===== src/rtl/cpu_pkg.sv =====
// Shared definitions for the CPU core: opcodes, ALU operations, control FSM
// states, PC source select encodings and the IR field positions used by both
// the datapath and the control unit.
package cpu_pkg;

    // IR field positions (16-bit instruction word)
    localparam int IR_W       = 16;
    localparam int IR_OP_HI   = 15;
    localparam int IR_OP_LO   = 12;
    localparam int IR_RD_HI   = 11;
    localparam int IR_RD_LO   = 9;
    localparam int IR_RS1_HI  = 8;
    localparam int IR_RS1_LO  = 6;
    localparam int IR_IMM6_HI = 5;
    localparam int IR_IMM6_LO = 0;
    localparam int IR_IMM12_HI = 11;
    localparam int IR_IMM12_LO = 0;

    typedef enum logic [3:0] {
        OP_ADD  = 4'h0,
        OP_SUB  = 4'h1,
        OP_AND  = 4'h2,
        OP_OR   = 4'h3,
        OP_XOR  = 4'h4,
        OP_ADDI = 4'h5,
        OP_LW   = 4'h6,
        OP_SW   = 4'h7,
        OP_BEQ  = 4'h8,
        OP_JMP  = 4'h9,
        OP_HALT = 4'hF
    } opcode_e;

    typedef enum logic [2:0] {
        ALU_ADD = 3'd0,
        ALU_SUB = 3'd1,
        ALU_AND = 3'd2,
        ALU_OR  = 3'd3,
        ALU_XOR = 3'd4
    } alu_op_e;

    // FSM state codes kept as plain constants for legacy netlists and debug
    localparam logic [2:0] ST_FETCH  = 3'd0;
    localparam logic [2:0] ST_DECODE = 3'd1;
    localparam logic [2:0] ST_EXEC   = 3'd2;
    localparam logic [2:0] ST_MEM_RD = 3'd3;
    localparam logic [2:0] ST_MEM_WR = 3'd4;
    localparam logic [2:0] ST_WB     = 3'd5;
    localparam logic [2:0] ST_BR     = 3'd6;
    localparam logic [2:0] ST_HALT   = 3'd7;

    typedef enum logic [2:0] {
        S_FETCH  = ST_FETCH,
        S_DECODE = ST_DECODE,
        S_EXEC   = ST_EXEC,
        S_MEM_RD = ST_MEM_RD,
        S_MEM_WR = ST_MEM_WR,
        S_WB     = ST_WB,
        S_BR     = ST_BR,
        S_HALT   = ST_HALT
    } state_e;

    // PC source select
    localparam logic [1:0] PC_SEL_INC = 2'd0;  // PC + 1
    localparam logic [1:0] PC_SEL_BR  = 2'd1;  // PC + sext(imm6)
    localparam logic [1:0] PC_SEL_JMP = 2'd2;  // sext(imm12)

    // Opcodes 0-9 and F are defined; A-E are illegal
    function automatic logic is_legal(input logic [3:0] op);
        return (op <= 4'h9) || (op == 4'hF);
    endfunction

endpackage


===== src/rtl/control_unit.sv =====
// Multi-cycle control FSM for the CPU core datapath. Sequences fetch, decode,
// execute, memory and write-back, drives every datapath enable/select, and
// reports halt, sticky illegal-opcode and a retired-instruction count.
//
// Handshake: there is no valid/ready pair here. `run` acts as a level-sensitive
// start qualifier: it is looked at only while in FETCH, and once an instruction
// has begun it always runs to completion regardless of `run`.
module control_unit
    import cpu_pkg::*;
#(
    parameter int CNT_W = 16
) (
    input  logic             clk,
    input  logic             rst,
    input  logic             run,
    input  logic [3:0]       opcode,
    input  logic             flag_z,
    output logic             pc_en,
    output logic             ir_en,
    output logic             a_en,
    output logic             b_en,
    output logic             acc_en,
    output logic             mar_en,
    output logic             mdr_en,
    output logic             flags_en,
    output logic             rf_we,
    output logic             ram_we,
    output logic [1:0]       pc_sel,
    output logic             alu_b_sel,
    output logic [2:0]       alu_op,
    output logic             rf_wd_sel,
    output logic             halted,
    output logic             illegal,
    output logic [CNT_W-1:0] retired,
    output logic [2:0]       state_dbg
);

    state_e           state_q;
    state_e           state_d;
    logic [3:0]       op_q;
    logic             illegal_q;
    logic [CNT_W-1:0] retired_q;
    logic             retire;
    logic             illegal_set;

    // Next-state, retirement and illegal-detect decode
    always_comb begin
        state_d     = state_q;
        retire      = 1'b0;
        illegal_set = 1'b0;
        case (state_q)
            S_FETCH: begin
                if (run) state_d = S_DECODE;
            end
            S_DECODE: begin
                // The live opcode is used here; it is captured for later states
                if (opcode == OP_HALT) begin
                    state_d = S_HALT;
                    retire  = 1'b1;
                end else if (!is_legal(opcode)) begin
                    state_d     = S_HALT;
                    illegal_set = 1'b1;
                end else begin
                    state_d = S_EXEC;
                end
            end
            S_EXEC: begin
                case (op_q)
                    OP_LW:   state_d = S_MEM_RD;
                    OP_SW:   state_d = S_MEM_WR;
                    OP_BEQ:  state_d = S_BR;
                    OP_JMP: begin
                        state_d = S_FETCH;
                        retire  = 1'b1;
                    end
                    default: state_d = S_WB;
                endcase
            end
            S_MEM_RD: state_d = S_WB;
            S_MEM_WR: begin
                state_d = S_FETCH;
                retire  = 1'b1;
            end
            S_WB: begin
                state_d = S_FETCH;
                retire  = 1'b1;
            end
            S_BR: begin
                state_d = S_FETCH;
                retire  = 1'b1;
            end
            S_HALT:   state_d = S_HALT;
            default:  state_d = S_FETCH;
        endcase
    end

    // State, captured opcode, sticky illegal flag and retirement counter
    always_ff @(posedge clk or posedge rst) begin
        if (rst) begin
            state_q   <= S_FETCH;
            op_q      <= 4'h0;
            illegal_q <= 1'b0;
            retired_q <= '0;
        end else begin
            state_q <= state_d;
            if (state_q == S_DECODE) op_q <= opcode;
            if (illegal_set) illegal_q <= 1'b1;
            if (retire) retired_q <= retired_q + CNT_W'(1);
        end
    end

    // Moore output decode from state and captured opcode; BR pc_en also
    // follows flag_z, and FETCH strobes are qualified by run
    always_comb begin
        pc_en     = 1'b0;
        ir_en     = 1'b0;
        a_en      = 1'b0;
        b_en      = 1'b0;
        acc_en    = 1'b0;
        mar_en    = 1'b0;
        mdr_en    = 1'b0;
        flags_en  = 1'b0;
        rf_we     = 1'b0;
        ram_we    = 1'b0;
        pc_sel    = PC_SEL_INC;
        alu_b_sel = 1'b0;
        alu_op    = ALU_ADD;
        rf_wd_sel = 1'b0;
        case (state_q)
            S_FETCH: begin
                // rst gate keeps the strobes low while reset is held
                ir_en = run & ~rst;
                pc_en = run & ~rst;
            end
            S_DECODE: begin
                a_en = 1'b1;
                b_en = 1'b1;
            end
            S_EXEC: begin
                case (op_q)
                    OP_ADD, OP_SUB, OP_AND, OP_OR, OP_XOR: begin
                        alu_op   = op_q[2:0];
                        acc_en   = 1'b1;
                        flags_en = 1'b1;
                    end
                    OP_ADDI: begin
                        alu_b_sel = 1'b1;
                        acc_en    = 1'b1;
                        flags_en  = 1'b1;
                    end
                    OP_LW, OP_SW: begin
                        alu_b_sel = 1'b1;
                        mar_en    = 1'b1;
                    end
                    OP_BEQ: begin
                        alu_op   = ALU_SUB;
                        flags_en = 1'b1;
                    end
                    OP_JMP: begin
                        pc_en  = 1'b1;
                        pc_sel = PC_SEL_JMP;
                    end
                    default: ;
                endcase
            end
            S_MEM_RD: mdr_en = 1'b1;
            S_MEM_WR: ram_we = 1'b1;
            S_WB: begin
                rf_we     = 1'b1;
                rf_wd_sel = (op_q == OP_LW);
            end
            S_BR: begin
                pc_en  = flag_z;
                pc_sel = PC_SEL_BR;
            end
            default: ;
        endcase
    end

    assign halted    = (state_q == S_HALT);
    assign illegal   = illegal_q;
    assign retired   = retired_q;
    assign state_dbg = state_q;

endmodule

===== config.mk =====
export PLATFORM = sky130hd
export DESIGN_NAME = control_unit
export DESIGN_NICKNAME = d
export VERILOG_FILES = /design/src/rtl/cpu_pkg.sv /design/src/rtl/control_unit.sv
export SDC_FILE = /design/constraint.sdc
export NUM_CORES = 1
export LEC_CHECK = 0
export CAP_MARGIN = 5
export CORE_MARGIN = 2
export CORE_UTILIZATION = 49
export DETAILED_ROUTE_END_ITERATION = 12
export GPL_TIMING_DRIVEN = 0
export PLACE_DENSITY = 0.84
export SLEW_MARGIN = 0
export SYNTH_ARGS = -nofsm -noshare
export SYNTH_HDL_FRONTEND = slang
export SYNTH_SLANG_ARGS = --single-unit

===== constraint.sdc =====
create_clock -name clk -period 2.8 [get_ports clk]
set_input_delay 0.28 -clock clk [delete_from_list [all_inputs] [get_ports clk]]
set_output_delay 0.28 -clock clk [all_outputs]
set_load 0.02 [all_outputs]

==> results.toml <==
[sta]
setup_tns_ns = 0
setup_viol = 0
fmax_mhz = 382.7
drv_slew = 0
min_period_ns = 2.613
hold_violations = 0
finClkSkew_ns = 0.01140
worst_slew_pin_slew_ns = 0.9139
slew_headroom = 0.3901
final.period_utilization = 0.9331
rsz0062_at_grt = "false"

[global_route]
grt_antenna_before_repair = 0
grt_pass1_vias = 1248
grt_pass1_wl_mm = 5.589
grtUsageMet1 = 0.2685
gr-usage-met3 = 0.04241
grt_use_met2 = 0.3604
overflow = 0
top_usage_layer = "met2"
grt_max_degree = 25
grtUsageTotal = 0.2107

[worst_setup_path]
critPathLaunchType = "flip-flop"
critPathCapture = "acc_en"
reg2reg_to = "op_q[2]$_DFFE_PP0P_"
cp_slowest_cell = "clkdlybuf4s50_1"
crit_arrival_ns = 2.33
reg2reg_slack_ns = 1.10
crit_chain = "buf_4 > or3b_1 > buf_2 > a211oi_1 > clkdlybuf4s50_1"
critPathKind = "reg -> out"
cp_slowest_stage_delay_ns = 0.64
cpLargestDelayFamily = "buffers and inverters"
required_ns = 2.52
path_max_fanout = 10
cp.depth = 5
reg2reg_depth = 4
cp-startpoint = "state_dbg[1]$_DFFE_PP0P_"
path_buf_inv = 3
reg2reg_from = "state_dbg[0]$_DFFE_PP0P_"
end_kind = "output pin"

[die]
start_util = 0.5177
die_area_mm2 = 0.003361
die-height_um = 57.98
std_cell_rows = 19
die_w_um = 57.98
core_area_mm2 = 0.002758
pin_count = 46

[synth]
synth_area_mm2 = 0.001428
ys_seq_area_frac = 0.4207
syn_inst = 137
ys_ff_latch = 24
synth-edff-count = 0
synth_ff_type = "dfrtp_1"
synth_cell_types = 44
async_flop_share = 1.000
syn_nets = 146
yosysWarnings = 0
synthTopCellsByArea = "dfrtp_1, xnor2_1, nor2_1"
syn_area_per_cell_um2 = 10.42
synth_largest_area_cell = "dfrtp_1"
yosys.area.top_type_share = 0.4207

[run_status]
outcome = "finished clean"

[final_layout]
drive_gt1_frac = 0.1613
multi_input_area_um2 = 728.2
regArea_um2 = 600.6
synthToLayoutAreaGrowth_pct = 37.16
num-fill-cells = 221
n_antenna_cell = 0
fin_nets = 196

[run]
drv_cap = 0

[detailed_routing]
vias = 1223
vias_per_cell = 5.636
final_antenna_net_count = 0
drt-total-wl_mm = 3.265
wl_per_cell_um = 15.05
drc = 0
drt-initial-drc-count = 52
first_pass_iters = 4

[power]
p_leak_nw = 0.7812
vdd_drop_max_mv = 0.7690
total_power_mw = 1.895
power.density_mw_per_mm2 = 967.8

[place]
gp_congestion = 0.8062
port-buffer-count = 45
place_hpwl_mm = 2.471

[cts]
clockBufferDepth = 2
path_clk_slew_ns = 0.14
root_buffer = "clkbuf_4"
clock-sinks = 24
clk_latency_ns = 0.32
cts-htree-levels = 1
cts_tree = "yes"
cts_hold_buf = 0
numCtsBuffers = 3

[min_path]
hold_path_class = "in -> async"
## worst reg2reg max path, stage by stage (launching register included)
cell	delay [ns]
dfrtp_1	0.38
buf_2	0.20
inv_1	0.12
nor3_2	0.50
mux2_2	0.40
## registers in the layout (all words and copies together) (netlist names)
name and count:
op_q 4, illegal 1, retired 16, state_dbg 3
## placed cells by master (no fill, tap or decap), types with 5 or more instances in the layout
| master | count |
|---|---|
| xnor2_1 | 15 |
| inv_1 | 5 |
| o211ai_1 | 6 |
| nor2_1 | 13 |
| nor3_1 | 6 |
| o2111ai_1 | 5 |
| dfrtp_1 | 24 |
| clkdlybuf4s50_1 | 43 |
## through the flow
step           utilization  std cells  hold WS [ns]  worst slack [ns]  instance area (um^2)
3_3_place_gp        0.6951        213        0.4651            0.5523                  1917
3_5_place_dp        0.6951        213        0.4735            0.4628                  1917
2_1_floorplan            -        137        0.2946            0.6130                  1428
4_1_cts             0.7083        217        0.4991           0.08082                  1953
5_1_grt             0.7101        217        0.5235           0.06235                  1958
6_report            0.7101        217        0.4968            0.1872                  1958
## Yosys cell counts (all sizes together) (2+ instances only)
library cell and count:
o21a 2, and2 4, nor3 7, o21ai 4, dfrtp 24, mux2 4, a32oi 2, a21oi 2
o211ai 6, or3b 2, nand2b 2, nand3b 2, inv 6, and3 2, nor2 14, xnor2 15
buf 10, o2111ai 8, a211oi 2, nand4 3, nand2 4
## layout make-up
type                       instances  area share
multi-input combinational         96      0.3719
sequential                        24      0.3067
timing repair buffer              45      0.2326
tap                               31     0.01981
buffer                            11     0.03898
inverter                           6     0.01150
clock buffer                       4     0.01853
## metal layers
metal  share of wire  vias up  wire length, um
li1                -      592                -
met4          0.0031        0               10
met1            0.42      575             1382
met5               0        -                0
met2            0.51       54             1668
met3           0.062        2              204
## power by group
group | leakage (nW) | switching (mW) | internal (mW) | total [mW]
Clock | 0.0210 | 0.103 | 0.0794 | 0.182
Combinational | 0.454 | 0.630 | 0.533 | 1.16
Sequential | 0.306 | 0.0991 | 0.451 | 0.550
Total | 0.781 | 0.832 | 1.06 | 1.90
## cell families after synthesis
kind of cell | after synthesis | synth area share
compound gates | 30 | 0.1832
xor+xnor | 15 | 0.09203
fa+ha+maj | 1 | 0.008763
buf+inv | 17 | 0.06923
flops | 24 | 0.4207
mux | 5 | 0.03856
simple gates | 45 | 0.1876
## worst min-delay path by stage
stage	to	from	cells past startpoint	slack [ns]
floorplan	illegal$_DFFE_PP0P_	rst	1	0.29
global placement	illegal$_DFFE_PP0P_	illegal$_DFFE_PP0P_	1	0.47
detailed placement	retired[15]$_DFFE_PP0P_	retired[15]$_DFFE_PP0P_	1	0.47
CTS	retired[15]$_DFFE_PP0P_	retired[15]$_DFFE_PP0P_	1	0.50
global route	retired[15]$_DFFE_PP0P_	retired[15]$_DFFE_PP0P_	1	0.52
finish	state_dbg[2]$_DFFE_PP0P_	rst	2	0.50
## what timing repair did
| action | in CTS | in global routing |
|---|---|---|
| buffers inserted | 0 | 0 |
| resized for setup | 0 | 2 |
| endpoints found under the setup margin | 0 | 2 |
Note: power is estimated with default switching activity, not from simulation.
